## config.mk

```make
export PLATFORM = sky130hd
export DESIGN_NAME = dec2bcd_flat
export DESIGN_NICKNAME = d
export VERILOG_FILES = /design/src/rtl/dec2bcd_if.sv /design/src/rtl/dec2bcd.sv /design/src/flat_wrapper.sv
export SDC_FILE = /design/constraint.sdc
export NUM_CORES = 1
export LEC_CHECK = 0
export ABC_CLOCK_PERIOD_IN_PS = 2300
export BUFFER_PORTS_ARGS = -buffer_cell sky130_fd_sc_hd__buf_2
export CAP_MARGIN = 40
export CORE_MARGIN = 5
export CORE_UTILIZATION = 57
export DETAILED_ROUTE_END_ITERATION = 8
export GPL_TIMING_DRIVEN = 0
export MAX_ROUTING_LAYER = met4
export PLACE_DENSITY = 0.88
export RECOVER_POWER = 100
export SYNTH_ARGS = -nofsm -noshare
export SYNTH_HDL_FRONTEND = slang
export SYNTH_SLANG_ARGS = --single-unit
```

## constraint.sdc

```tcl
create_clock -name clk -period 2.3 [get_ports clk]
set_clock_uncertainty 0.15 [all_clocks]
set_input_delay 0.46 -clock clk [delete_from_list [all_inputs] [get_ports clk]]
set_output_delay 0.46 -clock clk [all_outputs]
set_load 0.02 [all_outputs]
```

## src/rtl/dec2bcd_if.sv

```systemverilog
// dec2bcd_if: start/done request bus between the float split stage, dec2bcd and the display formatter.
//   master drives: start, sign_in, int_dec[31:0], frac_dec[31:0], ovf_in
//   slave drives:  busy, done, int_bcd[31:0], frac_bcd[4*FRAC_KEEP-1:0], int_ndig[3:0], sign_out, err
interface dec2bcd_if #(parameter int FRAC_KEEP = 9);
   logic                   start;
   logic                   sign_in;
   logic [31:0]            int_dec;
   logic [31:0]            frac_dec;
   logic                   ovf_in;
   logic                   busy;
   logic                   done;
   logic [31:0]            int_bcd;
   logic [4*FRAC_KEEP-1:0] frac_bcd;
   logic [3:0]             int_ndig;
   logic                   sign_out;
   logic                   err;
   modport master (
      output start, sign_in, int_dec, frac_dec, ovf_in,
      input  busy, done, int_bcd, frac_bcd, int_ndig, sign_out, err
   );
   modport slave (
      input  start, sign_in, int_dec, frac_dec, ovf_in,
      output busy, done, int_bcd, frac_bcd, int_ndig, sign_out, err
   );
endinterface

```

## src/rtl/dec2bcd.sv

```systemverilog
// dec2bcd: sequential binary-to-packed-BCD converter for the integer and fraction parts of a split float.
//   clk  rising-edge clock
//   rst  synchronous active-high reset
//   bus  dec2bcd_if.slave: start/sign_in/int_dec/frac_dec/ovf_in in;
//        busy/done/int_bcd/frac_bcd/int_ndig/sign_out/err out (held between done pulses)
//   FRAC_KEEP (1..9) leading fraction digits exported, lower digits truncated
module dec2bcd #(parameter int FRAC_KEEP = 9) (
   input  logic     clk,
   input  logic     rst,
   dec2bcd_if.slave bus
);
   typedef enum logic [1:0] {IDLE, SHIFT, FIN} state_t;
   state_t      state, state_n;
   logic [5:0]  cnt;
   logic [71:0] int_sr, frac_sr;
   logic        sign_r;
   logic [39:0] int_res, frac_res;
   logic        int_ovf, frac_ovf;
   logic [31:0] int_sat;
   logic [35:0] frac_sat;
   logic [3:0]  ndig;

   function automatic logic [39:0] add3(input logic [39:0] b);
      logic [39:0] r;
      for (int i = 0; i < 10; i++)
         r[4*i+:4] = (b[4*i+:4] >= 4'd5) ? b[4*i+:4] + 4'd3 : b[4*i+:4];
      return r;
   endfunction

   // one double-dabble iteration: correct all BCD digits, then shift in the next binary MSB
   function automatic logic [71:0] step(input logic [71:0] sr);
      logic [71:0] t;
      t = {add3(sr[71:32]), sr[31:0]};
      return {t[70:0], 1'b0};
   endfunction

   assign bus.busy = (state != IDLE);

   always_comb begin
      state_n = (state == IDLE)  ? ((bus.start && !bus.ovf_in) ? SHIFT : IDLE) :
                (state == SHIFT) ? ((cnt == 6'd31) ? FIN : SHIFT) : IDLE;
   end

   // after 32 shifts the binary field is fully consumed and the BCD digits sit in the top 40 bits
   always_comb begin
      int_res  = int_sr[71:32];
      frac_res = frac_sr[71:32];
      int_ovf  = |int_res[39:32];
      frac_ovf = |frac_res[39:36];
      int_sat  = int_ovf ? 32'h9999_9999 : int_res[31:0];
      frac_sat = frac_ovf ? 36'h9_9999_9999 : frac_res[35:0];
      ndig     = 4'd1;
      for (int i = 1; i < 8; i++)
         if (int_sat[4*i+:4] != 4'd0) ndig = 4'(i + 1);
   end

   always_ff @(posedge clk) begin
      if (rst) begin
         state        <= IDLE;
         cnt          <= '0;
         int_sr       <= '0;
         frac_sr      <= '0;
         sign_r       <= 1'b0;
         bus.done     <= 1'b0;
         bus.int_bcd  <= '0;
         bus.frac_bcd <= '0;
         bus.int_ndig <= '0;
         bus.sign_out <= 1'b0;
         bus.err      <= 1'b0;
      end else begin
         state    <= state_n;
         bus.done <= 1'b0;
         if (state == IDLE && bus.start && bus.ovf_in) begin
            bus.int_bcd  <= '0;
            bus.frac_bcd <= '0;
            bus.int_ndig <= 4'd1;
            bus.err      <= 1'b1;
            bus.sign_out <= bus.sign_in;
            bus.done     <= 1'b1;
         end
         if (state == IDLE && bus.start && !bus.ovf_in) begin
            int_sr  <= {40'b0, bus.int_dec};
            frac_sr <= {40'b0, bus.frac_dec};
            sign_r  <= bus.sign_in;
            cnt     <= '0;
         end
         if (state == SHIFT) begin
            int_sr  <= step(int_sr);
            frac_sr <= step(frac_sr);
            cnt     <= cnt + 6'd1;
         end
         if (state == FIN) begin
            bus.int_bcd  <= int_sat;
            bus.frac_bcd <= frac_sat[35 -: 4*FRAC_KEEP];
            bus.int_ndig <= ndig;
            bus.err      <= int_ovf | frac_ovf;
            bus.sign_out <= sign_r;
            bus.done     <= 1'b1;
         end
      end
   end
endmodule

```

## src/flat_wrapper.sv

```systemverilog
// flat-port wrapper written by rule: the top's interface ports become plain ports
module dec2bcd_flat 
#(parameter int FRAC_KEEP = 9)
  (clk, rst, bus_start, bus_sign_in, bus_int_dec, bus_frac_dec, bus_ovf_in, bus_busy, bus_done, bus_int_bcd, bus_frac_bcd, bus_int_ndig, bus_sign_out, bus_err);
  dec2bcd_if #(.FRAC_KEEP(FRAC_KEEP)) bus_i ();
  input  logic clk;
  input  logic rst;
  input wire logic [$bits(bus_i.start)-1:0] bus_start;
  input wire logic [$bits(bus_i.sign_in)-1:0] bus_sign_in;
  input wire logic [$bits(bus_i.int_dec)-1:0] bus_int_dec;
  input wire logic [$bits(bus_i.frac_dec)-1:0] bus_frac_dec;
  input wire logic [$bits(bus_i.ovf_in)-1:0] bus_ovf_in;
  output wire logic [$bits(bus_i.busy)-1:0] bus_busy;
  output wire logic [$bits(bus_i.done)-1:0] bus_done;
  output wire logic [$bits(bus_i.int_bcd)-1:0] bus_int_bcd;
  output wire logic [$bits(bus_i.frac_bcd)-1:0] bus_frac_bcd;
  output wire logic [$bits(bus_i.int_ndig)-1:0] bus_int_ndig;
  output wire logic [$bits(bus_i.sign_out)-1:0] bus_sign_out;
  output wire logic [$bits(bus_i.err)-1:0] bus_err;
  assign bus_i.start = bus_start;
  assign bus_i.sign_in = bus_sign_in;
  assign bus_i.int_dec = bus_int_dec;
  assign bus_i.frac_dec = bus_frac_dec;
  assign bus_i.ovf_in = bus_ovf_in;
  assign bus_busy = bus_i.busy;
  assign bus_done = bus_i.done;
  assign bus_int_bcd = bus_i.int_bcd;
  assign bus_frac_bcd = bus_i.frac_bcd;
  assign bus_int_ndig = bus_i.int_ndig;
  assign bus_sign_out = bus_i.sign_out;
  assign bus_err = bus_i.err;
  dec2bcd #(.FRAC_KEEP(FRAC_KEEP)) u_core (.clk(clk), .rst(rst), .bus(bus_i));
endmodule
```

==> metrics.cfg, run 1 <==
[run_status]
outcome=finished clean

[drt]
wire_per_inst_um=17.7
vias_per_cell=5.97
drt_pass1_iterations=5
drc=0
drt_iter0_drc=690
vias=8852
ant_nets=0
routed_wl_mm=26.3

[logic_synthesis]
synth_compound_area_share_pct=25.0
ys_types=50
synthSimpleGateAreaFrac_pct=13.0
synth_area_leader_cell=dfxtp_1
synth_edf_count=0
synthFlopType=dfxtp_1
synth_xor_xnor_area_share_pct=3.47
synthAdderAreaFrac_pct=5.74
synth_nets=1187
synth_top_area_share_pct=47.6
syn_inst=1074
syn_area_sq_mm=0.00960
ys_top_cells_by_count=dfxtp_1, nand2_1, a21oi_1
netlist_top_cells_area=dfxtp_1, ha_1, a21oi_1, nand2_1, a22oi_1
synth_area_per_cell_sq_um=8.94
synth_top_family_by_area=compound AO/OA/AOI/OAI gates
synth_seq_cells=228
async_reset_ff_share_pct=0
post-synth-top-count-cell=dfxtp_1
ys.warnings.count=0
synth.area.mux_share_pct=0.430
ys_seq_area_share_pct=47.6

[power]
p_leak_nw=4.09
p_per_area_mw_per_mm2=737
power_mw=8.29
vdd_drop_max_mv=0.556

[setup_path]
endpoint=u_core.frac_sr[47]$_SDFFE_PP0P_
crit_type=flop to flop
path_max_fanout=10
critPathArrivalTime_ns=2.44
crit_path_end_kind=flop
ff2ff_path_depth=7
crit_path_cell_trace=or2_4, nor3b_4, or3_1, buf_2, clkbuf_4, o31ai_1, a32o_1
startpoint=u_core.state[1]$_SDFF_PP0_
cpPeakStageDelay_ns=0.38
worstReg2RegStart=u_core.state[1]$_SDFF_PP0_
rrSetupSlack_ns=0.11
cp-start-kind=flop
reg2reg_to=u_core.frac_sr[47]$_SDFFE_PP0P_
slowest_stage=nor3b_4
worstPathRequired_ns=2.55

[finish]
multi_input_area_sq_mm=0.00458
register_area_sq_mm=0.00456
area_growth_pct=17.2
fill_cells=1354
layout.nets=1357
final_area_sq_mm=0.0112
drive_gt1_share_pct=10.8

[cts]
numCtsBuffers=24
post_cts_buffers=0
cts_hold_buffers=0
cts_root_buf=clkbuf_16
cts.clk_slew.worst_paths_ns=0.06
clock_sinks=228
ctsResizeCount=0
clkLatencyLatePin_ns=0.52
cts_max_level=1
clock_path_buffers=3
cts_tree=done

[timing]
fmax_mhz=457
slew_headroom_pct=53.8
drv_slew=0
tns_ns=0
rsz0062_at_grt=no
period_minus_slack_ns=2.19
finalHoldWorstSlack_ns=0.0558
hold_viol_final=0
period_share_pct=95.2
setup_viol=0
tightest_slew_ns=0.686

[hold_path]
min_path_type=input pin to flop

[placement]
port_buffers=144
dpl.hpwl_mm=18.1
gp_congestion=0.881
place_area_sq_mm=0.0106

[floorplanning]
core.rowCount=47
start_util_pct=58.1
die_h_um=140
dieArea_sq_mm=0.0195
core_sq_mm=0.0165
die_w_um=140
io_pins=145

[global_routing]
grt_pass1_wl_mm=42.7
grt_max_degree=14
grt_use_total_pct=26.6
overflow=0
grt_pass1_vias=8711
antenna_found_initial=2

[run]
maxCapViolCount=0

-- logic make-up after synthesis --
group / Yosys count
compound gates: 373
xor+xnor: 38
fa+ha+maj: 44
buf+inv: 111
flops: 228
mux: 4
simple gates: 276
-- worst max-delay path, delay by kind of cell, from the launching register on --
family	cells	cell delay (ns)
simple gates	3	0.84
buf+inv	2	0.39
flops	1	0.35
compound gates	2	0.33
-- through the flow --
| stage | util (%) | worst slack (ns) | cells |
|---|---|---|---|
| after detailed placement | 64.1 | -0.183 | 1438 |
| final | 68.1 | 0.111 | 1482 |
| after floorplan | - | 0.492 | 1074 |
| after global placement | 64.1 | -0.159 | 1438 |
| after global routing | 68.1 | 0.0151 | 1482 |
| after CTS | 68.6 | 0.0329 | 1480 |
-- registers in the layout (all words and copies together), names as in the netlist --
signal / flops
u_core.bus.done: 1
u_core.bus.err: 1
u_core.bus.frac_bcd: 36
u_core.bus.int_bcd: 32
u_core.bus.int_ndig: 4
u_core.bus.sign_out: 1
u_core.cnt: 6
u_core.frac_sr: 72
u_core.int_sr: 72
u_core.sign_r: 1
u_core.state: 2
-- layout make-up --
type                    instances  share of cell area (%)
diodes                          2                  0.0445
plain buffers                  71                    2.70
clock buffers                  36                    6.37
clock inverters                 6                   0.267
inverters                      40                    1.33
multi-input cells             735                    40.7
flip-flops and latches        228                    40.6
well taps                     220                    2.45
repair buffers                144                    5.55
-- how the worst min path moves through the flow --
| stage | depth (start not counted) | start | to |
|---|---|---|---|
| after floorplan | 2 | u_core.frac_sr[31]$_SDFFE_PP0P_ | u_core.frac_sr[32]$_SDFFE_PP0P_ |
| after global placement | 2 | u_core.bus.frac_bcd[24]$_SDFFE_PP0P_ | u_core.bus.frac_bcd[24]$_SDFFE_PP0P_ |
| after detailed placement | 2 | u_core.bus.int_bcd[12]$_SDFFE_PP0P_ | u_core.bus.int_bcd[12]$_SDFFE_PP0P_ |
| after CTS | 3 | bus_sign_in | u_core.sign_r$_SDFFE_PP0P_ |
| after global routing | 3 | bus_sign_in | u_core.sign_r$_SDFFE_PP0P_ |
| final | 3 | bus_sign_in | u_core.sign_r$_SDFFE_PP0P_ |
-- cell usage in the layout (no fill, tap or decap), drive strengths merged, types with 2 or more instances in the layout --
cell type,instances
nand3b,2
buf,74
diode,2
nand4,2
xor2,17
nor2b,3
a21o,2
nor3,20
a32o,11
a22o,53
o22ai,18
clkinv,6
or4,2
ha,44
nand2,129
inv,40
xnor2,21
clkbuf,177
a22oi,62
nor4,6
o31ai,11
a31oi,10
nand3,18
a21oi,104
dfxtp,228
o21ai,86
nor2,62
mux2i,3
or2,2
or3b,2
o32ai,10
nand2b,25
-- metal layers --
metal,GRT usage (%),wire (um),up-vias
li1,-,-,4178
met1,32.5,10700,4161
met2,42.0,12000,422
met3,6.28,2550,91
met4,12.0,1030,0
met5,-,0,-
-- report_power, final --
part	switching, mW	leakage (nW)	internal [mW]
Sequential	0.0397	1.84	4.02
Combinational	0.358	1.87	0.165
Clock	1.57	0.375	2.14
Note: power is estimated with default switching activity, not from simulation.
==> run 2, diff against run 1 <==
CELL_PAD_IN_SITES_DETAIL_PLACEMENT = 0   (was unset)
CELL_PAD_IN_SITES_GLOBAL_PLACEMENT = 1   (was unset)
CORE_UTILIZATION = 43   (was 57)
PLACE_DENSITY = 0.87   (was 0.88)
==> metrics.cfg, run 2 (synthesis gave the netlist of run 1 again) <==
[run_status]
outcome=finished clean

[placement]
dpl.hpwl_mm=18.7
place_ws_ns=-0.243
port_buffers=144
gp_congestion=0.837
place_inst=1498
place_area_sq_mm=0.0107

[timing]
hold_viol_final=0
slew_headroom_pct=41.4
fmax_mhz=462
timing.final.ws_setup_ns=0.133
drv_slew=0
finalHoldWorstSlack_ns=0.0509
rsz0062_at_grt=no
setup_viol=0
period_share_pct=94.2
tightest_slew_ns=0.871
period_minus_slack_ns=2.17

[global_routing]
grt_pass1_vias=8312
grt_use_total_pct=20.7
overflow=0
grt_pass1_wl_mm=42.9
grt_max_degree=14
antenna_found_initial=4

[cts]
cts_hold_buffers=0
cts_root_buf=clkbuf_16
cts.clk_slew.worst_paths_ns=0.06
clkLatencyLatePin_ns=0.53
numCtsBuffers=25
clock_sinks=228
post_cts_buffers=0
cts_tree=done
clock_path_buffers=3
cts_max_level=1

[power]
vdd_drop_max_mv=0.426
power.internal_mw=6.67
switchingPower_mw=2.01
p_leak_nw=4.16
p_comb_share_pct=6.2
switching_share_pct=23.2
p_per_area_mw_per_mm2=759
p_clk_share_pct=47.1
seqPwrFrac_pct=46.7

[drt]
vias_per_cell=5.52
vias=8528
drc=0
routed_wl_mm=26.8
ant_nets=0
drt_pass1_iterations=5
drt_iter0_drc=468
wire_per_inst_um=17.3

[setup_path]
slowest_stage=clkbuf_1
cpPeakStageDelay_ns=0.62
path_common_cell=clkbuf_1
path_max_fanout=10
cp-start-kind=input pin
crit_path_cell_trace=clkbuf_1, clkbuf_1, clkbuf_1, clkbuf_1, a21oi_1
crit_path_end_kind=flop
worstPathRequired_ns=2.51
critPathArrivalTime_ns=2.38
crit_type=input pin to flop

[finish]
layout.nets=1358
largest_registers=u_core.frac_sr: 72 flops, u_core.int_sr: 72 flops, u_core.bus.frac_bcd: 36 flops
multi_input_area_sq_mm=0.00458
area_growth_pct=19.2
drive_gt1_share_pct=11.7
fill_cells=2140
fin_cells=1546
final_area_sq_mm=0.0114
final_cell_mix=dfxtp_1, nand2_1, clkbuf_1, a21oi_1, o21ai_0
layout_commonest_cell=dfxtp_1
register_area_sq_mm=0.00456
final_util_pct=52.3

[floorplanning]
core.rowCount=54
io_pins=145
die_w_um=159
core_sq_mm=0.0219
die_h_um=159
start_util_pct=43.8
dieArea_sq_mm=0.0254

[run]
maxCapViolCount=0

[hold_path]
min_path_type=input pin to flop

run 2: layout make-up:
cell class	instances	share of cell area, %
Antenna cell	4	0.0875
Buffer	71	2.80
Clock buffer	33	6.17
Clock inverter	11	1.19
Inverter	40	1.31
Multi-Input combinational cell	735	40.0
Sequential cell	228	39.9
Tap cell	280	3.06
Timing Repair Buffer	144	5.46
run 2: metal layers:
layer  GRT usage, %  part of all wire [%]  vias to the layer above
li1               -                     -                     4194
met1           27.4                    46                     3995
met2           31.7                    44                      281
met3           4.40                   6.8                       58
met4           6.55                   3.1                        0
met5              -                     0                        -
run 2: what timing repair did:
item                       in CTS  in global routing
setup endpoints to repair       0                 67
gates resized for setup         0                 16
hold endpoints to repair        0                  0
run 2: stage by stage:
step	total power, mW	TNS, ns
2_1_floorplan	4.45	0
3_3_place_gp	4.67	-22.38
3_5_place_dp	4.68	-19.64
4_1_cts	8.76	0
5_1_grt	8.99	0
6_report	8.69	0
run 2: worst paths after layout:
kind / start / slack (ns) / cells after the start / end
worst min-delay path: bus_sign_in / 0.05 / 3 / u_core.sign_r$_SDFFE_PP0P_
worst min register to register: u_core.bus.int_bcd[12]$_SDFFE_PP0P_ / 0.30 / 2 / u_core.bus.int_bcd[12]$_SDFFE_PP0P_
worst max-delay path: rst / 0.13 / 5 / u_core.int_sr[31]$_SDFFE_PP0P_
worst max register to register: u_core.state[1]$_SDFF_PP0_ / 0.16 / 6 / u_core.int_sr[55]$_SDFFE_PP0P_
run 2: worst max-delay path, delay by kind of cell:
| family | cells | cell delay [ns] |
|---|---|---|
| AOI/OAI and AO/OA | 1 | 0.07 |
| buffers and inverters | 4 | 1.84 |
run 2: power by group through the flow:
stage / combinational [mW] / clock, mW / sequential, mW
final: 0.540 / 4.09 / 4.06
after global routing: 0.593 / 4.34 / 4.06
after CTS: 0.534 / 4.17 / 4.06
after detailed placement: 0.532 / 0 / 4.14
after global placement: 0.528 / 0 / 4.14
after floorplan: 0.311 / 0 / 4.14
==> run 3, diff against run 2 <==
ABC_CLOCK_PERIOD_IN_PS = 2800   (was 2300)
CORE_UTILIZATION = 46   (was 43)
PLACE_DENSITY = 0.9   (was 0.87)
clock period = 2.8 ns   (was 2.3 ns; I/O delays follow)
==> metrics.cfg, run 3 (synthesis gave the netlist of run 1 again) <==
[power]
p_comb_share_pct=6.2
p_per_area_mw_per_mm2=611
switchingPower_mw=1.60
seqPwrFrac_pct=48.2
power.internal_mw=5.31
switching_share_pct=23.2
p_leak_nw=4.08
vdd_drop_max_mv=0.452
p_clk_share_pct=45.6

[floorplanning]
die_w_um=154
die_h_um=154
core_sq_mm=0.0204
core.rowCount=52
io_pins=145
start_util_pct=47.1
dieArea_sq_mm=0.0239

[cts]
ctsResizeCount=0
cts_tree=done
cts.clk_slew.worst_paths_ns=0.06
clock_sinks=228
clkLatencyLatePin_ns=0.52
cts_hold_buffers=0
post_cts_buffers=0
numCtsBuffers=24
cts_max_level=1
cts_root_buf=clkbuf_16
clock_path_buffers=3

[drt]
drt_pass1_iterations=6
drt_iter0_drc=636
drc=0
routed_wl_mm=26.0
vias_per_cell=5.55
vias=8502
wire_per_inst_um=17.0
ant_nets=0

[setup_path]
path_delay_family=simple AND/OR/NAND/NOR gates
path_buf_inv=1
path_max_fanout=10
slowest_stage=nor2_1
critPathArrivalTime_ns=2.82
cp-start-kind=flop
crit_path_end_kind=flop
crit_type=flop to flop
worstPathRequired_ns=3.11
cpPeakStageDelay_ns=0.63
crit_path_cell_trace=nor4_1, nand3_1, nor2_1, buf_2, a22o_1

[timing]
finalHoldWorstSlack_ns=0.149
hold_viol_final=0
tightest_slew_ns=0.863
setup_viol=0
fmax_mhz=399
rsz0062_at_grt=no
drv_slew=0
slew_headroom_pct=42.1
period_share_pct=89.6
period_minus_slack_ns=2.51
tns_ns=0

[finish]
drive_gt1_share_pct=10.0
largest_registers=u_core.frac_sr: 72 flops, u_core.int_sr: 72 flops, u_core.bus.frac_bcd: 36 flops
final_util_pct=55.6
fin_cells=1533
area_growth_pct=18.0
layout_commonest_cell=dfxtp_1
final_cell_mix=dfxtp_1, clkbuf_1, nand2_1, a21oi_1, o21ai_0
final_area_sq_mm=0.0113
layout.nets=1357

[global_routing]
grt_pass1_wl_mm=42.4
grt_use_total_pct=21.9
overflow=0
grt_pass1_vias=8346
grt_max_degree=14
antenna_found_initial=3

[placement]
place_area_sq_mm=0.0107
dpl.hpwl_mm=18.4
port_buffers=144
place_inst=1488
gp_congestion=0.852

[run]
maxCapViolCount=0

[run_status]
outcome=finished clean

[hold_path]
min_path_type=input pin to flop

## run 3: area by class of cell
type,count,area [sq um]
diodes,3,7.51
plain buffers,71,303
clock buffers,37,731
clock inverters,5,50.0
fillers,1930,9040
inverters,40,150
multi-input cells,735,4560
flip-flops and latches,228,4560
well taps,270,338
repair buffers,144,624
## run 3: metal layers
| layer | global-route usage [%] | vias up | wire length [um] |
|---|---|---|---|
| met4 | 5.42 | 0 | 446 |
| met5 | - | - | 0 |
| met2 | 34.6 | 270 | 11800 |
| met3 | 4.97 | 31 | 2150 |
| met1 | 28.8 | 4007 | 11700 |
| li1 | - | 4194 | - |
## run 3: final timing paths
check,startpoint,to,slack (ns),depth (start not counted)
max,u_core.int_sr[66]$_SDFFE_PP0P_,u_core.bus.int_bcd[14]$_SDFFE_PP0P_,0.29,5
min,bus_sign_in,u_core.sign_r$_SDFFE_PP0P_,0.15,3
max reg2reg,u_core.int_sr[66]$_SDFFE_PP0P_,u_core.bus.int_bcd[14]$_SDFFE_PP0P_,0.29,5
min reg2reg,u_core.bus.frac_bcd[23]$_SDFFE_PP0P_,u_core.bus.frac_bcd[23]$_SDFFE_PP0P_,0.30,2
## run 3: worst min-delay path, cell delays in order
cell	delay, ns
buf_2	0.11
nand2_1	0.05
a21oi_1	0.05
## run 3: power by group through the flow
stage	Clock [mW]	Combinational [mW]	Sequential (mW)
after global routing	3.35	0.472	3.34
after global placement	0	0.428	3.40
after CTS	3.21	0.434	3.33
after detailed placement	0	0.432	3.40
final	3.15	0.430	3.33
after floorplan	0	0.256	3.40
## run 3: through the flow
stage	worst slack (ns)	power, mW
floorplan	0.992	3.66
global placement	0.180	3.83
detailed placement	0.182	3.84
CTS	0.487	6.97
global route	0.168	7.16
finish	0.291	6.92
